==> config.mk <==
export PLATFORM = sky130hd
export DESIGN_NAME = uart_tx_arbiter
export DESIGN_NICKNAME = d
export VERILOG_FILES = /design/src/rtl/uart_tx_arbiter.sv
export SDC_FILE = /design/constraint.sdc
export NUM_CORES = 1
export LEC_CHECK = 0
export CORE_UTILIZATION = 42
export DETAILED_ROUTE_END_ITERATION = 8
export PLACE_DENSITY = 0.76
export SLEW_MARGIN = 5
export SYNTH_ARGS = -nofsm -noshare
export SYNTH_HDL_FRONTEND = slang
export SYNTH_SLANG_ARGS = --single-unit
==> constraint.sdc <==
create_clock -name clk -period 2 [get_ports clk]
set_input_delay 0.5 -clock clk [delete_from_list [all_inputs] [get_ports clk]]
set_output_delay 0.5 -clock clk [all_outputs]
set_load 0.01 [all_outputs]
==> src/rtl/uart_tx_arbiter.sv <==
// Round-robin arbiter sharing one UART transmitter between NUM_REQ byte sources.
// The winner owns the transmitter from its first byte until the byte flagged last.
module uart_tx_arbiter #(
    parameter int unsigned NUM_REQ       = 4,
    parameter int unsigned START_TIMEOUT = 64
) (
    input  logic                   clk,
    input  logic                   rst,
    input  logic [NUM_REQ-1:0]     req_valid,
    input  logic [8*NUM_REQ-1:0]   req_data,
    input  logic [NUM_REQ-1:0]     req_last,
    output logic [NUM_REQ-1:0]     req_ready,
    output logic [NUM_REQ-1:0]     grant,
    output logic                   uart_transmit,
    output logic [7:0]             uart_tx_byte,
    input  logic                   uart_is_transmitting,
    output logic                   busy,
    output logic                   timeout_error
);

    localparam int unsigned IDX_W = (NUM_REQ > 1) ? $clog2(NUM_REQ) : 1;
    localparam int unsigned CNT_W = $clog2(START_TIMEOUT + 1);

    typedef enum logic [1:0] {
        IDLE  = 2'd0,
        START = 2'd1,
        DRAIN = 2'd2,
        HOLD  = 2'd3
    } state_t;

    state_t             state, state_d;
    logic [IDX_W-1:0]   rr_ptr, rr_ptr_d;
    logic [IDX_W-1:0]   owner, owner_d;
    logic [IDX_W-1:0]   winner;
    logic               win_found;
    logic [NUM_REQ-1:0] grant_d;
    logic [NUM_REQ-1:0] ready_c;
    logic [7:0]         tx_byte_r, tx_byte_d;
    logic               last_r, last_d;
    logic [CNT_W-1:0]   cnt, cnt_d, cnt_inc;
    logic               transmit_d;
    logic               busy_d;
    logic               timeout_d;

    function automatic logic [IDX_W-1:0] wrap_idx(input int unsigned v);
        return IDX_W'(v % NUM_REQ);
    endfunction

    // First valid requester searching upward from rr_ptr with wrap
    always_comb begin
        winner    = '0;
        win_found = 1'b0;
        for (int unsigned off = 0; off < NUM_REQ; off++) begin
            if (!win_found && req_valid[wrap_idx(32'(rr_ptr) + off)]) begin
                winner    = wrap_idx(32'(rr_ptr) + off);
                win_found = 1'b1;
            end
        end
    end

    assign cnt_inc = cnt + CNT_W'(1);

    // Next-state and next-output logic
    always_comb begin
        state_d   = state;
        rr_ptr_d  = rr_ptr;
        owner_d   = owner;
        grant_d   = grant;
        tx_byte_d = tx_byte_r;
        last_d    = last_r;
        cnt_d     = cnt;
        ready_c   = '0;
        timeout_d = 1'b0;

        case (state)
            IDLE: begin
                if (win_found) begin
                    ready_c[winner] = 1'b1;
                    owner_d         = winner;
                    grant_d         = NUM_REQ'(1) << winner;
                    tx_byte_d       = req_data[{winner, 3'b000} +: 8];
                    last_d          = req_last[winner];
                    cnt_d           = '0;
                    state_d         = START;
                end
            end
            START: begin
                if (uart_is_transmitting) begin
                    state_d = DRAIN;
                end else if (cnt_inc == CNT_W'(START_TIMEOUT)) begin
                    timeout_d = 1'b1;
                    grant_d   = '0;
                    rr_ptr_d  = wrap_idx(32'(owner) + 32'd1);
                    state_d   = IDLE;
                end else begin
                    cnt_d = cnt_inc;
                end
            end
            DRAIN: begin
                if (!uart_is_transmitting) begin
                    if (last_r) begin
                        grant_d  = '0;
                        rr_ptr_d = wrap_idx(32'(owner) + 32'd1);
                        state_d  = IDLE;
                    end else begin
                        state_d = HOLD;
                    end
                end
            end
            HOLD: begin
                // Only the owner may continue; everyone else waits for release
                if (req_valid[owner]) begin
                    ready_c[owner] = 1'b1;
                    tx_byte_d      = req_data[{owner, 3'b000} +: 8];
                    last_d         = req_last[owner];
                    cnt_d          = '0;
                    state_d        = START;
                end
            end
            default: state_d = IDLE;
        endcase

        transmit_d = (state_d == START);
        busy_d     = (state_d != IDLE);
    end

    always_ff @(posedge clk) begin
        if (!rst) begin
            state         <= IDLE;
            rr_ptr        <= '0;
            owner         <= '0;
            grant         <= '0;
            tx_byte_r     <= '0;
            last_r        <= 1'b0;
            cnt           <= '0;
            uart_transmit <= 1'b0;
            busy          <= 1'b0;
            timeout_error <= 1'b0;
        end else begin
            state         <= state_d;
            rr_ptr        <= rr_ptr_d;
            owner         <= owner_d;
            grant         <= grant_d;
            tx_byte_r     <= tx_byte_d;
            last_r        <= last_d;
            cnt           <= cnt_d;
            uart_transmit <= transmit_d;
            busy          <= busy_d;
            timeout_error <= timeout_d;
        end
    end

    assign uart_tx_byte = tx_byte_r;
    assign req_ready    = rst ? ready_c : '0;

endmodule

# --- Yosys cells after proc, flatten, opt, wreduce, memory -nomap -nowiden ---
# Cells that the tools add are included.
classes:
  add_sub_neg: 5
  n_lt_le_gt_ge: 8
  eq_ne: 12
  shifts: 3
  n_mux: 60
  n_bitwise: 2
  n_reduce_logical: 20
op_table:
  columns: ["operator", "count"]
  rows:
  - ["32-bit by 6-bit indexed part select with 8-bit output", 2]
  - ["4-bit two-way mux", 8]
  - ["2-bit two-way mux", 14]
  - ["7-bit two-way mux", 4]
  - ["7-bit one-hot mux with 3 select lines", 1]
  - ["2-bit by 3-bit < comparator with 1-bit output (second input constant)", 6]
  - ["1-bit two-way mux", 16]
  - ["8-bit two-way mux", 2]
  - ["8-bit one-hot mux with 2 select lines", 1]
  - ["1-bit binary-select mux with 2-bit select", 7]
  - ["2-bit != test (second input constant)", 7]
  - ["4-bit one-hot mux with 3 select lines", 1]
  - ["5-bit AND reduction", 2]
  - ["2-bit one-hot mux with 4 select lines", 1]
  - ["4-bit one-hot mux with 2 select lines", 1]
  - ["7-bit by 1-bit adder with 7-bit output (second input constant)", 1]
  - ["7-bit equality test (second input constant)", 1]
  - ["6-bit AND reduction", 1]
  - ["2-bit nonzero test", 3]
  - ["3-bit nonzero test", 2]
  - ["1-bit logical AND", 5]
  - ["2-bit by 1-bit adder with 2-bit output (second input constant)", 2]
  - ["2-bit adder (second input constant)", 2]
  - ["1-bit demux with 2-bit select", 2]
  - ["12 further kinds", 18]
word_totals:
  ff_bits: 29
  inputBits: 43
  output_inout_bits: 19
  elab_cells: 120

# --- Depth between registers and ports, before layout ---
# Gate-level depths: netlist (run 1).
logic_depth:
  depth_word: 19
  ltp_mapped: 8
  depth_no_buf: 8

# --- Worst setup path before layout (run 1) ---
# No wires, ideal clock.
synth_timing:
  path_type: "input port to output port"
  start: "input port req_valid[2]"
  end: "output port req_ready[1]"
  arrival_ns: 1.603
  required_ns: 1.500
  path_slack_ns: -0.103
  stages: 6
  n_path_buf: 1
  cell_sequence: "mux2_2 > a221o_1 > buf_2 > nor2_1 > a22oi_1 > nor2_1"
synth_between:
  elab_chain_cells: 19
  word_cells_on_any_way: 33
  classes_between: "order compare: 2; mux: 24; reduce/logical: 7"
synth_rtl:
  columns: ["element", "line", "rtl"]
  rows:
  - ["start: declaration", "9", "input logic [NUM_REQ-1:0] req_valid,"]
  - ["1-bit binary-select mux with 2-bit select", "54", "if (!win_found && req_valid[wrap_idx(32'(rr_ptr) + off)]) begin"]
  - ["1-bit two-way mux (not written as such)", "54", null]
  - ["1-bit two-way mux", "54", null]
  - ["1-bit zero test", "54", null]
  - ["1-bit logical AND", "54", null]
  - ["1-bit two-way mux", "54", null]
  - ["1-bit zero test", "54", null]
  - ["1-bit logical AND", "54", null]
  - ["(+3 left out)", null, null]
  - ["2-bit two-way mux", "54", null]
  - ["2-bit by 3-bit < comparator with 1-bit output (not written as such) or 2-bit by 1-bit >= comparator with 1-bit output (tied branches)", "78", "ready_c[winner] = 1'b1;"]
  - ["1-bit logical AND (not written as such)", "78", null]
  - ["1-bit two-way mux (not written as such)", "78", null]
  - ["1-bit demux with 2-bit select", "78", null]
  - ["4-bit two-way mux", "77", "if (win_found) begin"]
  - ["4-bit one-hot mux with 2 select lines *", "75", "case (state)"]
  - ["4-bit two-way mux *", "154", "assign req_ready = rst ? ready_c : '0;"]
  - ["end: declaration", "12", "output logic [NUM_REQ-1:0] req_ready,"]
# Every way passes the cells marked *; elsewhere a longest branch is shown, timed or not. The select of a mux whose other input is x is not followed.

# --- Worst setup path in the final report (run 1) ---
layout_timing:
  start: "register rr_ptr[1]"
  end: "output port req_ready[3]"
layout_between:
  elab_chain_cells: 19
  word_cells_on_any_way: 33
  classes_between: "add/sub: 3; order compare: 2; mux: 21; reduce/logical: 7"
layout_rtl:
  columns: ["element", "line", "rtl"]
  rows:
  - ["start: declaration", "32", "logic [IDX_W-1:0] rr_ptr, rr_ptr_d;"]
  - ["start signal: assignment", "141", "rr_ptr <= rr_ptr_d;"]
  - ["parallel branches: the longest is 16 deep, another holds 2-bit by 3-bit < comparator with 1-bit output", null, null]
  - ["4-bit two-way mux *", "77", null]
  - ["4-bit one-hot mux with 2 select lines *", "75", null]
  - ["4-bit two-way mux *", "154", null]
# Every way passes the cells marked *. The select of a mux whose other input is x is not followed.

==> results.tsv, run 1 <==
metric	value	unit
design.core.area	4440	um2
fin_crit	2.29	ns
nets	409	
syn_nets	293	
synth_area	1990	um2
cts_tree	done	
grt_pass1_vias	2179	
synth_async_sr_flop_share	0	%
end_kind	output pin	
final_cells	410	
ys.flop_type	dfxtp_1	
leakagePower	0.00130	uW
hold_path_class	flop to flop	
yosysSeqAreaShare	29.2	%
start_kind	flop	
worst-slew-pin-transition	0.378	ns
grt_pass1_wl	9.91	mm
worst_slew_margin_rel	74.7	%
synth.distinct_cells	53	
synthCells	241	
avgSynthCellArea	8.24	um2
track_usage	24.5	%
cap_violations	0	
drcViolationCount	12	
yosys_warnings	0	
viasPerCell	5.60	
die_h	70.8	um
gp_congestion	0.882	
skew	0.00437	ns
cts.sinks	29	
synth_edf_count	0	
cp_slowest_cell	a221o_1	
ant_nets	0	
cts_made_buffers	5	
num_rows	24	
slowest_delay	0.38	ns
drive_above_1_share	32.4	%
fmax	437	MHz
drtIter0Drc	149	
clock_latency	0.28	ns
diodes	0	
drv_slew	0	
ys_ff_latch	29	
cts.htree.levels	2	
hold_violations	0	
worst_slack	-0.289	ns
drt-total-wl	6.36	mm
ir_drop	0.000319	V
antenna_found_initial	0	
cts_hold_buf	0	
cts_root_buffer	clkbuf_8	
fin_crit_sh	114	%
crit_arrival	1.79	ns
grt_max_degree	17	
status	finished with violations	
start_util	44.7	%
violations	design-rule violations, negative setup slack	
worstPathRequired	1.50	ns
rsz0062_at_grt	yes	
critical-path-top-delay-family	compound AO/OA/AOI/OAI gates	
dp_hpwl	4.60	mm
cp_cell_sequence	mux2_4, a221o_1, nor2_4, a22oi_1, nor2_1, buf_2	
drtPass1Iterations	7	
post-place-ws	-0.994	ns
routed-via-count	2298	
wl_per_cell	15.5	um
path_max_fanout	4	
path_buf_inv	1	
fillers	327	
io-pin-count	62	
path_class	flop to output pin	
cts_max_path_buffers	2	
hold_slack	0.451	ns
fp.dieW	70.8	um
setup_viol	8	
gr-total-overflow	0	
dp_cells	395	
syn_to_final_growth	65.9	%
dieArea	5010	um2
power_density	504	nW/um2
port_buffers	61	
path_clk_slew	0.07	ns
sequential cells by signal, summed over array words and instances (netlist names):
register,flops
grant,4
busy,1
timeout_error,1
cnt,7
state,2
last_r,1
rr_ptr,2
owner,2
uart_transmit,1
uart_tx_byte,8
final cells by class:
cell class                      instances  area (um2)  share of cell area (%)
Inverter                               10        37.5                    1.14
Timing Repair Buffer                  119        1050                    31.7
Clock inverter                          2        10.0                   0.304
Clock buffer                            6        72.6                    2.20
Tap cell                               52        65.1                    1.97
Multi-Input combinational cell        192        1480                    44.9
Sequential cell                        29         587                    17.8
Yosys cell counts, types with 3 or more instances:
library cell	number	area, um2
nand2_1	30	113
a31oi_1	4	25.0
a32oi_1	3	26.3
o21ai_1	9	45.0
nand2b_1	4	25.0
inv_1	10	37.5
a21oi_1	15	75.1
nor3_1	4	20.0
dfxtp_1	29	581
ha_1	9	113
o21a_1	3	22.5
or4_1	3	22.5
clkbuf_1	5	18.8
nor2_1	24	90.1
or3_1	3	18.8
o21ai_0	7	35.0
and2_1	4	25.0
mux2i_1	20	200
o221ai_1	9	78.8
nand4_1	3	18.8
buf_2	3	15.0
power by group:
group,switching [uW],internal [uW]
combinational,248,310
clock,226,241
sequential,19.6,617
stage by stage:
stage | area [um2] | power [uW] | setup TNS (ns) | util (%)
floorplan | 2000 | 882 | -0.0331 | -
global placement | 3030 | 1160 | -14.89 | 68.2
detailed placement | 3030 | 1160 | -16.45 | 68.2
CTS | 3120 | 1630 | -1.04 | 70.2
global route | 3300 | 1740 | -1.88 | 74.2
finish | 3300 | 1660 | -1.10 | 74.2
logic make-up after synthesis:
group                      after synthesis  share of synthesized area, %
AOI/OAI and AO/OA                       69                          25.1
adders and majority gates                9                          5.67
buffers and inverters                   20                          4.34
DFF                                     29                          29.2
muxes                                   24                          13.5
and+or+nand+nor                         90                          22.2
cell usage in the layout, fill, tap and decap left out, types with 3 or more instances in the layout:
| cell | synthesis | final |
|---|---|---|
| nand2b_1 | 4 | 3 |
| o221ai_1 | 9 | 6 |
| buf_4 | 0 | 52 |
| o21a_1 | 3 | 3 |
| a31oi_1 | 4 | 4 |
| ha_1 | 9 | 7 |
| nor2_1 | 24 | 21 |
| buf_6 | 1 | 4 |
| o21ai_1 | 9 | 9 |
| buf_2 | 3 | 8 |
| mux2i_1 | 20 | 19 |
| nand4_1 | 3 | 3 |
| dfxtp_2 | 0 | 5 |
| nor3_1 | 4 | 4 |
| a21oi_1 | 15 | 14 |
| a32oi_1 | 3 | 3 |
| o221ai_2 | 0 | 3 |
| dfxtp_1 | 29 | 24 |
| clkbuf_8 | 0 | 5 |
| nand2_1 | 30 | 28 |
| clkdlybuf4s50_1 | 0 | 53 |
| a21oi_4 | 1 | 3 |
| inv_1 | 10 | 9 |
| and2_4 | 0 | 3 |
| o21ai_0 | 7 | 5 |
per-layer routing:
metal / global-route usage (%) / share of wire [%] / vias to the layer above
met5: 0 / 0 / -
met4: 8.22 / 1.3 / 0
met3: 5.13 / 6.0 / 6
met2: 42.1 / 50 / 82
met1: 30.6 / 43 / 1081
li1: - / - / 1129
repair_timing:
item                       CTS  global route
gates resized for setup     41            33
buffers inserted             2             7
setup endpoints to repair   27            27
pin swaps                    8            15
worst reg2reg max path, stage by stage, from the launching register on:
cell	delay (ns)
dfxtp_2	0.34
buf_6	0.12
nand2b_1	0.14
a21oi_1	0.16
a221o_1	0.26
buf_4	0.21
o21ai_2	0.08
or3_4	0.45
o221ai_1	0.21
path summary, 6_finish.rpt:
kind                                start              end  slack [ns]  cells after the start
worst max-delay path            rr_ptr[1]     req_ready[3]       -0.29                      6
worst min-delay path             grant[1]         grant[1]        0.45                      2
worst max register to register  rr_ptr[1]  uart_tx_byte[6]       -0.04                      8
worst min register to register   grant[1]         grant[1]        0.45                      2
No activity file was read; power rests on OpenSTA's default activity.
==> run 2, diff against run 1 <==
--- a/config.mk
+++ b/config.mk
@@ -5,9 +5,11 @@
 export SDC_FILE = /design/constraint.sdc
 export NUM_CORES = 1
 export LEC_CHECK = 0
-export CORE_UTILIZATION = 42
+export CELL_PAD_IN_SITES_DETAIL_PLACEMENT = 0
+export CELL_PAD_IN_SITES_GLOBAL_PLACEMENT = 1
+export CORE_UTILIZATION = 30
 export DETAILED_ROUTE_END_ITERATION = 8
-export PLACE_DENSITY = 0.76
+export PLACE_DENSITY_LB_ADDON = 0.1
 export SLEW_MARGIN = 5
 export SYNTH_ARGS = -nofsm -noshare
 export SYNTH_HDL_FRONTEND = slang
==> run 2 against run 1 <==
Critical endpoint is now req_ready[2]; clock skew hardly changed; clock power rose by 4.5%; power increased by 1.6%; largest cell class unchanged; the run ends with negative setup slack left; worst setup slack lost 0.046 ns; design area increased by 3.9%; core utilization down 21 points; hold slack better by 0.00061 ns; sequential share of layout area fell by 0.63 points; sequential cell count unchanged.
==> results.tsv, run 2 (synthesis gave the netlist of run 1 again) <==
metric	value	unit	change
seqPwrFrac	37.8	%	-0.5 points
grt_pass1_wl	10.5	mm	+6.1%
fp.dieW	83.4	um	+18%
dp_hpwl	4.77	mm	+3.8%
final_common_cell	buf_4		
antenna_found_initial	0		unchanged
wl_per_cell	14.6	um	-5.9%
end_kind	output pin		
nets	419		+2.4%
gr-total-overflow	0		unchanged
leakagePower	0.00136	uW	+4.2%
fin_crit_sh	117	%	+2.3 points
start_kind	flop		
path_max_fanout	3		-1
power.internal	1180	uW	+0.70%
drv_slew	0		unchanged
crit_arrival	1.83	ns	+0.04 ns
cts_made_buffers	5		unchanged
grt_pass1_vias	2164		-0.69%
design.core.area	6390	um2	+44%
hold_path_class	flop to flop		
drtIter0Drc	59		-60%
cts_tree	done		
grt_max_degree	17		unchanged
port_buffers	61		unchanged
hold_violations	0		unchanged
drcViolationCount	0		-12
start_util	31.1	%	-14 points
cap_violations	0		unchanged
switchingPower	513	uW	+3.8%
rsz0062_at_grt	yes		
finalPower	1690	uW	+1.6%
diodes	0		unchanged
path_clk_slew	0.07	ns	about the same
hold_slack	0.452	ns	+0.000611 ns
num_rows	29		+21%
power_density	493	nW/um2	-2.2%
viasPerCell	5.00		-11%
cts.sinks	29		unchanged
layout_common_cells	62 x buf_4, 53 x clkdlybuf4s50_1, 29 x nand2_1		
comb_power_share	33.4	%	-0.2 points
drt-total-wl	6.49	mm	+2.1%
io-pin-count	62		unchanged
placed_area	3150	um2	+3.9%
dieArea	6950	um2	+39%
worst_slack	-0.335	ns	-0.0460 ns
post-route-cell-area	3420	um2	+3.9%
gp_congestion	0.803		-8.9%
cts_hold_buf	0		unchanged
ant_nets	0		unchanged
utilization	53.6	%	-21 points
drive_above_1_share	34.8	%	+2.4 points
clock_latency	0.28	ns	about the same
track_usage	18.9	%	-5.6 points
fin_crit	2.33	ns	+0.0460 ns
path_class	flop to output pin		
syn_to_final_growth	72.4	%	
routed-via-count	2225		-3.2%
status	finished with violations		
setup_viol	12		+4
die_h	83.4	um	+18%
skew	0.00412	ns	-0.000253 ns
p_clk_share	28.9	%	+0.8 points
worst-slew-pin-transition	0.315	ns	-0.0631 ns
drtPass1Iterations	4		-3
violations	negative setup slack		
cts_max_path_buffers	2		unchanged
switching_share	30.4	%	+0.64 points
worst_slew_margin_rel	78.8	%	+4.1 points
ir_drop	0.000252	V	-21%
cts.htree.levels	2		unchanged
fmax	428	MHz	-2.0%
largest_reg_flops	8		unchanged
setup_tns	-1.94	ns	-0.842 ns
cts_root_buffer	clkbuf_8		
worstPathRequired	1.50	ns	about the same
-- run 2: cell type report --
type / count / area, um2
Clock inverter: 3 / 17.5
Clock buffer: 5 / 68.8
Tap cell: 77 / 96.3
Timing Repair Buffer: 129 / 1130
Sequential cell: 29 / 588
Multi-Input combinational cell: 192 / 1480
Fill cell: 628 / 2960
Inverter: 10 / 37.5
-- run 2: worst paths after layout --
path	start	endpoint	slack (ns)	depth (start not counted)
worst max-delay path	rr_ptr[1]	req_ready[2]	-0.33	6
worst min-delay path	grant[3]	grant[3]	0.45	2
worst max register to register	rr_ptr[1]	uart_tx_byte[6]	-0.13	10
worst min register to register	grant[3]	grant[3]	0.45	2
-- run 2: critical path, stage by stage, from the launching register on --
cell and delay, ns:
dfxtp_2 0.35, mux2_4 0.30, a221o_1 0.38, buf_4 0.17
a32oi_1 0.16, nor2_1 0.05, buf_2 0.14
-- run 2: power groups by stage --
stage | sequential [uW] | combinational, uW | clock (uW)
2_1_floorplan | 666 | 217 | 0
3_3_place_gp | 649 | 529 | 0
3_5_place_dp | 650 | 530 | 0
4_1_cts | 636 | 533 | 514
5_1_grt | 643 | 613 | 544
6_report | 638 | 564 | 488
-- run 2: per-layer routing --
metal / GRT usage, % / wire (um) / up-vias
li1: - / - / 1152
met1: 23.7 / 3000 / 1023
met2: 31.7 / 3190 / 41
met3: 4.47 / 215 / 9
met4: 6.27 / 85 / 0
met5: 0 / 0 / -
-- run 2: through the flow --
stage	worst slack (ns)	instances
finish	-0.335	445
global route	-0.403	445
CTS	-0.323	438
detailed placement	-0.997	430
global placement	-0.980	430
floorplan	-0.0327	241
-- run 2: what timing repair did --
| item | CTS | global route |
|---|---|---|
| endpoints found under the setup margin | 25 | 27 |
| pin swaps | 9 | 15 |
| buffers inserted | 0 | 7 |
| resized for setup | 40 | 32 |
==> run 3, diff against run 2 <==
--- a/config.mk
+++ b/config.mk
@@ -10,6 +10,7 @@
 export CORE_UTILIZATION = 30
 export DETAILED_ROUTE_END_ITERATION = 8
 export PLACE_DENSITY_LB_ADDON = 0.1
+export RECOVER_POWER = 50
 export SLEW_MARGIN = 5
 export SYNTH_ARGS = -nofsm -noshare
 export SYNTH_HDL_FRONTEND = slang
==> results of run 3 <==
No change in the layout: final DEF, timing and power equal those of run 2.
